--- config.mk ---
export PLATFORM = sky130hd
export DESIGN_NAME = gf_sclw_pipe_flat
export DESIGN_NICKNAME = d
export VERILOG_FILES = /design/src/rtl/gf_sclw_pipe_if.sv /design/src/rtl/gf_sclw_pipe.sv /design/src/flat_wrapper.sv
export SDC_FILE = /design/constraint.sdc
export NUM_CORES = 1
export LEC_CHECK = 0
export ABC_AREA = 1
export BUFFER_PORTS_ARGS = -buffer_cell sky130_fd_sc_hd__buf_2
export CAP_MARGIN = 20
export CORE_MARGIN = 10
export CORE_UTILIZATION = 45
export CTS_BUF_LIST = sky130_fd_sc_hd__clkbuf_2
export CTS_CLUSTER_DIAMETER = 150
export DETAILED_ROUTE_END_ITERATION = 10
export PLACE_DENSITY = 0.69
export SLEW_MARGIN = 20
export SYNTH_ARGS = -nofsm -noshare
export SYNTH_HDL_FRONTEND = slang
export SYNTH_SLANG_ARGS = --single-unit
--- constraint.sdc ---
create_clock -name clk -period 1.7 [get_ports clk]
set_input_delay 0.085 -clock clk [delete_from_list [all_inputs] [get_ports clk]]
set_output_delay 0.085 -clock clk [all_outputs]
set_load 0.01 [all_outputs]
--- src/rtl/gf_sclw_pipe_if.sv ---
// Beat-level handshake bundle for gf_sclw_pipe: upstream operand/mode beats in,
// scaled result beats out, each side with its own valid/ready pair.
interface gf_sclw_pipe_if #(
    parameter int unsigned LANES = 4
);
    logic                 in_valid;
    logic                 in_ready;
    logic [1:0]           in_mode;
    logic [2*LANES-1:0]   in_data;
    logic                 out_valid;
    logic                 out_ready;
    logic [1:0]           out_mode;
    logic [2*LANES-1:0]   out_data;

    // The pipeline block sits on the slave side.
    modport slave (
        input  in_valid, in_mode, in_data, out_ready,
        output in_ready, out_valid, out_mode, out_data
    );

    modport master (
        output in_valid, in_mode, in_data, out_ready,
        input  in_ready, out_valid, out_mode, out_data
    );
endinterface

--- src/rtl/gf_sclw_pipe.sv ---
// Per-lane GF(2^2) identity / xOmega / xOmega^2 / square in normal basis
// [Omega^2, Omega], registered through DEPTH valid/ready pipeline stages.
module gf_sclw_pipe #(
    parameter int unsigned LANES = 4,
    parameter int unsigned DEPTH = 2
) (
    input  logic            clk,
    input  logic            rst,
    gf_sclw_pipe_if.slave   pipe_if
);
    localparam int unsigned DW = 2 * LANES;

    logic [DW-1:0]    data_q [DEPTH];
    logic [DW-1:0]    data_d [DEPTH];
    logic [1:0]       mode_q [DEPTH];
    logic [1:0]       mode_d [DEPTH];
    logic [DEPTH-1:0] v_q;
    logic [DEPTH-1:0] v_d;
    logic [DEPTH-1:0] adv;
    logic [DEPTH-1:0] load;
    logic             in_ready_c;
    logic [DW-1:0]    op_data;

    // Element {a1,a0} = a1*Omega^2 + a0*Omega.
    function automatic logic [1:0] lane_op(input logic [1:0] m, input logic [1:0] a);
        logic [1:0] q;
        case (m)
            2'b00:   q = a;
            2'b01:   q = {a[1] ^ a[0], a[1]};
            2'b10:   q = {a[0], a[1] ^ a[0]};
            default: q = {a[0], a[1]};
        endcase
        return q;
    endfunction

    always_comb begin
        op_data = '0;
        for (int i = 0; i < int'(LANES); i++) begin
            op_data[2*i +: 2] = lane_op(pipe_if.in_mode, pipe_if.in_data[2*i +: 2]);
        end
    end

    // Advance chain resolved from the output end back to stage 0.
    always_comb begin
        adv = '0;
        load = '0;
        adv[DEPTH-1] = v_q[DEPTH-1] & pipe_if.out_ready;
        for (int s = int'(DEPTH) - 2; s >= 0; s--) begin
            adv[s] = v_q[s] & (~v_q[s+1] | adv[s+1]);
        end
        in_ready_c = ~v_q[0] | adv[0];
        load[0] = pipe_if.in_valid & in_ready_c;
        for (int s = 1; s < int'(DEPTH); s++) begin
            load[s] = adv[s-1];
        end
        v_d = (v_q & ~adv) | load;
    end

    always_comb begin
        data_d = data_q;
        mode_d = mode_q;
        if (load[0]) begin
            data_d[0] = op_data;
            mode_d[0] = pipe_if.in_mode;
        end
        for (int s = 1; s < int'(DEPTH); s++) begin
            if (load[s]) begin
                data_d[s] = data_q[s-1];
                mode_d[s] = mode_q[s-1];
            end
        end
    end

    always_ff @(posedge clk or posedge rst) begin
        if (rst) begin
            v_q <= '0;
            for (int s = 0; s < int'(DEPTH); s++) begin
                data_q[s] <= '0;
                mode_q[s] <= '0;
            end
        end else begin
            v_q    <= v_d;
            data_q <= data_d;
            mode_q <= mode_d;
        end
    end

    assign pipe_if.in_ready  = in_ready_c;
    assign pipe_if.out_valid = v_q[DEPTH-1];
    assign pipe_if.out_data  = data_q[DEPTH-1];
    assign pipe_if.out_mode  = mode_q[DEPTH-1];
endmodule

--- src/flat_wrapper.sv ---
// flat-port wrapper written by rule: the top's interface ports become plain ports
module gf_sclw_pipe_flat 
#(
    parameter int unsigned LANES = 4,
    parameter int unsigned DEPTH = 2
)
  (clk, rst, pipe_if_in_valid, pipe_if_in_mode, pipe_if_in_data, pipe_if_out_ready, pipe_if_in_ready, pipe_if_out_valid, pipe_if_out_mode, pipe_if_out_data);
  gf_sclw_pipe_if #(.LANES(LANES)) pipe_if_i ();
  input  logic clk;
  input  logic rst;
  input wire logic [$bits(pipe_if_i.in_valid)-1:0] pipe_if_in_valid;
  input wire logic [$bits(pipe_if_i.in_mode)-1:0] pipe_if_in_mode;
  input wire logic [$bits(pipe_if_i.in_data)-1:0] pipe_if_in_data;
  input wire logic [$bits(pipe_if_i.out_ready)-1:0] pipe_if_out_ready;
  output wire logic [$bits(pipe_if_i.in_ready)-1:0] pipe_if_in_ready;
  output wire logic [$bits(pipe_if_i.out_valid)-1:0] pipe_if_out_valid;
  output wire logic [$bits(pipe_if_i.out_mode)-1:0] pipe_if_out_mode;
  output wire logic [$bits(pipe_if_i.out_data)-1:0] pipe_if_out_data;
  assign pipe_if_i.in_valid = pipe_if_in_valid;
  assign pipe_if_i.in_mode = pipe_if_in_mode;
  assign pipe_if_i.in_data = pipe_if_in_data;
  assign pipe_if_i.out_ready = pipe_if_out_ready;
  assign pipe_if_in_ready = pipe_if_i.in_ready;
  assign pipe_if_out_valid = pipe_if_i.out_valid;
  assign pipe_if_out_mode = pipe_if_i.out_mode;
  assign pipe_if_out_data = pipe_if_i.out_data;
  gf_sclw_pipe #(.LANES(LANES), .DEPTH(DEPTH)) u_core (.clk(clk), .rst(rst), .pipe_if(pipe_if_i));
endmodule
==> results.toml, run 1 <==
[critical_path]
path_class = "reg2reg"
max_stage_delay_ns = 0.62
cp_data_required_time_ns = 1.92
arrival_ns = 1.54
cp_max_fo = 13
slowest_stage = "dfrtp_1"
crit_chain = "nand3_2 -> nand2_2 -> inv_2 -> nand3_1 -> nand2_1"
start_kind = "register"
cp-end-kind = "register"

[cts]
cts_buffer_depth = 2
cts.clk_slew.worst_paths_ns = 0.17
clk_latency_ns = 0.31
cts_tree = "built"
cts_max_level = 1
cts_buffers = 3
ctsResizeCount = 0
cts-root-buf = "clkbuf_2"
cts_sinks = 22

[sta]
fin_crit_ns = 1.32
rsz0062_at_grt = "false"
finalCritPeriodShare_pct = 77.6
postLayoutSetupSlackWorst_ns = 0.381
setup_viol = 0
finClkSkew_ns = 0.000844
worst_pin_slew_ns = 0.396
hold_violations = 0
fmax_ghz = 0.758
slew_headroom_pct = 73.6
drv_slew = 0
setup_tns_ns = 0

[synth]
yosys_warnings = 0
synth-edff-count = 0
synth_top_area_share_pct = 49.7
syn_area_mm2 = 0.00111
synth-seq-cells = 22
synth_ff_type = "dfrtp_1"
synth_area_leader_cell = "dfrtp_1"
ys_top_cells_by_count = "nand2_1, dfrtp_1, nand3_1"
synth_most_common_cell = "nand2_1"
synthTopCellsByArea = "dfrtp_1, nand2_1, nand3_1"
syn_avg_cell_area_um2 = 7.91
synth_cell_type_count = 13
syn_inst = 140
syn_nets = 154
yosysSeqAreaShare_pct = 49.7
ys_async_sr_fraction_pct = 100

[route]
post-route-drc-count = 0
wl_met2_um = 900
first_pass_iters = 4
wl_per_cell_um = 11.8
vias = 912
drt_iter0_drc = 30
ant_nets = 0
drt-met1-wl_um = 1110
wl_met3_um = 103
highest_layer = "met4"
via_per_inst = 4.93
wirelength_um = 2180

[job]
max_cap_viol_count = 0

[power_and_ir_drop]
p_switching_w = 0.000351
peakVddDrop_v = 0.000425
leakage_nw = 0.672
power.density_mw_per_mm2 = 924
clkPwrFrac_pct = 16.5
power_frac_comb_pct = 24.1
seq_power_share_pct = 59.4
switching_share_pct = 31.4
intPower_w = 0.000768

[final_layout]
fin_util_pct = 53.2
drive_gt1_share_pct = 21.0
nFillCells = 234
area_growth_pct = 9.38
final_nets = 173
final_cells = 185
n_antenna_cell = 0

[placement]
pre_cts_ws_ns = 0.401
place.gp.congestion = 0.720
dp.cells = 180
portBuffers = 25

[global_routing]
grt_max_degree = 23
antenna_found_initial = 0
grt_pass1_wl_um = 3690
grtUsageTotal_pct = 8.89
grt_pass1_vias = 825
grt_overflow = 0

[floorplan]
rows = 17
die_w_um = 69.6
die-area_mm2 = 0.00484
io_pins = 26
die_height_um = 69.6
core-area_mm2 = 0.00228
start_util_pct = 48.7

[hold_path]
hold_path_class = "in2reg"

[run_status]
outcome = "completed"
-- placed cells by master (no fill, tap or decap) --
master	n
nand3_1	18
inv_1	4
buf_4	2
nand2_2	1
dfrtp_1	22
buf_2	25
dlygate4sd3_1	2
nand3_2	1
inv_2	1
nand2_1	58
nand4_1	8
clkinv_1	2
clkbuf_2	3
o21ai_0	10
-- worst paths after layout --
| path | startpoint | to | slack [ns] | cells past startpoint |
|---|---|---|---|---|
| max | u_core.v_q[0] | u_core.data_q[9] | 0.38 | 5 |
| min | pipe_if_out_ready | u_core.v_q[0] | 0.04 | 4 |
| max reg2reg | u_core.v_q[0] | u_core.data_q[9] | 0.38 | 5 |
| min reg2reg | u_core.pipe_if.out_data[3] | u_core.pipe_if.out_data[3] | 0.49 | 2 |
| max in group asynchronous | rst | u_core.data_q[10] | 1.17 | 4 |
| min in group asynchronous | rst | u_core.pipe_if.out_data[0] | 0.32 | 4 |
-- metrics by stage --
stage | total power, W | hold slack (ns) | area (um^2)
finish | 0.00112 | 0.0373 | 1210
global route | 0.00121 | 0.0227 | 1210
CTS | 0.00114 | 0.0144 | 1210
detailed placement | 0.000948 | 0.128 | 1180
global placement | 0.000939 | 0.125 | 1180
floorplan | 0.000903 | 0.0742 | 1110
-- worst max-delay path: cells and delay by family (launching register included) --
kind,cells,cell delay (ns)
buf+inv,1,0.11
simple gates,4,0.50
flops,1,0.62
-- power groups by stage --
stage | logic (W) | clock network, W | registers (W)
6_report | 0.000270 | 0.000184 | 0.000665
3_5_place_dp | 0.000272 | 0 | 0.000676
4_1_cts | 0.000276 | 0.000197 | 0.000665
2_1_floorplan | 0.000242 | 0 | 0.000660
3_3_place_gp | 0.000267 | 0 | 0.000672
5_1_grt | 0.000314 | 0.000216 | 0.000678
-- sequential cells by signal, indices dropped and copies added (netlist names) --
| name | count |
|---|---|
| u_core.pipe_if.out_data | 8 |
| u_core.data_q | 8 |
| u_core.v_q | 2 |
| u_core.pipe_if.out_mode | 2 |
| u_core.mode_q | 2 |
-- metal layers --
metal  up-vias  GRT usage [%]
met1       384           11.3
met5         -              0
met2        37           13.0
met3         6           2.00
li1        485              -
met4         0           5.99
-- cell type report --
cell class / instances / area, um^2 / share of cell area [%]
Clock buffer: 3 / 15.0 / 1.24
Inverter: 7 / 26.3 / 2.17
Multi-Input combinational cell: 96 / 424 / 35.0
Sequential cell: 22 / 551 / 45.5
Tap cell: 28 / 35.0 / 2.89
Timing Repair Buffer: 29 / 160 / 13.2
-- logic make-up (layout without fill, tap and decap cells) --
family                 after synthesis  in the layout  synth area share [%]
AO/OA/AOI/OAI                       10             10                  4.52
AND/OR/NAND/NOR                     86             86                  33.8
flip-flops                          22             22                  49.7
buffers and inverters               22             39                  12.0
-- timing repair --
item | in CTS | in global routing
setup buffers | 0 | 0
hold buffers | 2 | 0
hold endpoints to repair | 23 | 0
(Power assumes the default switching activity.)
==> run 2, diff against run 1 <==
--- a/config.mk
+++ b/config.mk
@@ -13,7 +13,7 @@
 export CTS_BUF_LIST = sky130_fd_sc_hd__clkbuf_2
 export CTS_CLUSTER_DIAMETER = 150
 export DETAILED_ROUTE_END_ITERATION = 10
-export PLACE_DENSITY = 0.69
+export PLACE_DENSITY = 0.71
 export SLEW_MARGIN = 20
 export SYNTH_ARGS = -nofsm -noshare
 export SYNTH_HDL_FRONTEND = slang
==> constraint.sdc (replaced) <==
create_clock -name clk -period 1.05 [get_ports clk]
set_input_delay 0.0525 -clock clk [delete_from_list [all_inputs] [get_ports clk]]
set_output_delay 0.0525 -clock clk [all_outputs]
set_load 0.01 [all_outputs]
==> run 2 against run 1 <==
The run now ends with negative setup slack left. Clock power increased to 3.2 times the previous value. Worst hold slack got worse by 0.017 ns. Global-route usage rose by 0.93 points. First-iteration DRC count grew 37%. Clock-buffer cell count is the same. Sequential share of layout area down 2.6 points. Clock skew increased by 0.00087 ns. Power grew 91%. Core utilization grew 3.2 points. Sequential power increased by 61%.
==> results.toml, run 2 (same netlist as run 1, synthesis figures left out) <==
[final_layout]
final_common_cell = "nand2_1"
layout_common_cells = "nand2_1, buf_2, dfrtp_1, nand3_1, o21ai_0"
n_antenna_cell = 0
final_area_mm2 = 0.00128
nFillCells = 209
final_nets = 176
area_growth_pct = 16.0
drive_gt1_share_pct = 23.6

[floorplan]
die_height_um = 69.6
start_util_pct = 48.7
core-area_mm2 = 0.00228
rows = 17
die_w_um = 69.6
die-area_mm2 = 0.00484
io_pins = 26

[critical_path]
cp-end-kind = "output pin"
r2r_slack_ns = 0.01
reg2reg_depth = 5
arrival_ns = 1.03
cp_max_fo = 3
start_kind = "register"
cp_data_required_time_ns = 1.00
path_class = "reg2out"

[global_routing]
grt_pass1_wl_um = 4150
grt_max_degree = 23
grt_overflow = 0
grt_pass1_vias = 926
antenna_found_initial = 0
grtUsageTotal_pct = 9.82

[sta]
fin_crit_ns = 1.08
finalCritPeriodShare_pct = 103
slew_headroom_pct = 82.2
setup_viol = 1
postLayoutSetupSlackWorst_ns = -0.0343
finClkSkew_ns = 0.00172
rsz0062_at_grt = "true"
fmax_ghz = 0.922
setup_tns_ns = -0.0343
worst_pin_slew_ns = 0.267
hold_violations = 0
drv_slew = 0

[job]
max_cap_viol_count = 0

[power_and_ir_drop]
p_total_w = 0.00213
power.density_mw_per_mm2 = 1660
leakage_nw = 0.708
peakVddDrop_v = 0.00104

[route]
via_per_inst = 4.98
first_pass_iters = 4
drt_iter0_drc = 41
wl_per_cell_um = 12.2
vias = 941
wirelength_um = 2300
post-route-drc-count = 0
ant_nets = 0

[cts]
cts_tree = "built"
cts_buffers = 3
clk_latency_ns = 0.32
cts.clk_slew.worst_paths_ns = 0.20
cts_sinks = 22
cts-root-buf = "clkbuf_2"
cts_max_level = 1
cts_buffer_depth = 2

[placement]
dp_hpwl_um = 1760
dpl-instance-area_mm2 = 0.00120
place.gp.congestion = 0.749
portBuffers = 25

[run_status]
outcome = "complete, but fails checks"
violations = "negative setup slack"

[hold_path]
hold_path_class = "in2reg"
holdPathStages = 4
-- run 2: cell types whose count changed in the layout (fill, tap and decap cells not counted) --
cell,before,now
bufinv_16,0,1
nand2_1,58,57
buf_6,0,1
buf_12,0,1
buf_2,25,24
nand2_2,1,2
buf_4,2,4
-- run 2: path summary, 6_finish.rpt --
kind	startpoint	endpoint
min in group asynchronous	rst	u_core.pipe_if.out_data[3]
min reg2reg	u_core.pipe_if.out_mode[0]	u_core.pipe_if.out_mode[0]
min	pipe_if_out_ready	u_core.v_q[0]
max in group asynchronous	rst	u_core.data_q[11]
max	u_core.v_q[1]	pipe_if_in_ready
max reg2reg	u_core.v_q[1]	u_core.data_q[15]
-- run 2: critical path, stage by stage (launching register included) --
cell and delay (ns):
dfrtp_1 0.44, nand3_2 0.12, buf_6 0.14
-- run 2: what timing repair did --
| item | 4_1_cts | 5_1_grt |
|---|---|---|
| pin swaps | 1 | 0 |
| resized for setup | 2 | 0 |
| hold buffers | 2 | 0 |
| hold endpoints to repair | 23 | 0 |
| setup endpoints to repair | 1 | 9 |
| buffers inserted | 1 | 0 |
-- run 2: per-stage QoR --
| step | setup WS, ns | utilization (%) | std cells | hold WS [ns] |
|---|---|---|---|---|
| after floorplan | 0.0726 | - | 140 | 0.0417 |
| after global placement | 0.0818 | 52.9 | 182 | 0.0918 |
| after detailed placement | 0.0518 | 52.9 | 182 | 0.0987 |
| after CTS | -0.0200 | 56.5 | 189 | 0.000716 |
| after global routing | -0.0875 | 56.5 | 189 | 0.0223 |
| final | -0.0343 | 56.5 | 189 | 0.0205 |
-- run 2: metal layers --
layer,share of wire [%],global-route usage (%)
met1,49,12.3
met2,44,15.3
met3,5.3,1.85
met4,2.1,5.32
met5,0,0
-- run 2: final cells by class --
type / instances / area [um^2] / area share, %
clock inverter: 1 / 30.0 / 2.34
clock buffer: 3 / 15.0 / 1.17
timing repair buffer: 32 / 201 / 15.7
multi-input combinational: 96 / 427 / 33.2
inverter: 7 / 26.3 / 2.04
sequential: 22 / 551 / 42.8
tap: 28 / 35.0 / 2.73
-- run 2: power by group --
part           switching (W)  leakage [nW]  internal (W)
clock               0.000258        0.0266      0.000328
combinational       0.000278         0.412      0.000198
sequential         0.0000800         0.270      0.000991
total               0.000615         0.708       0.00152
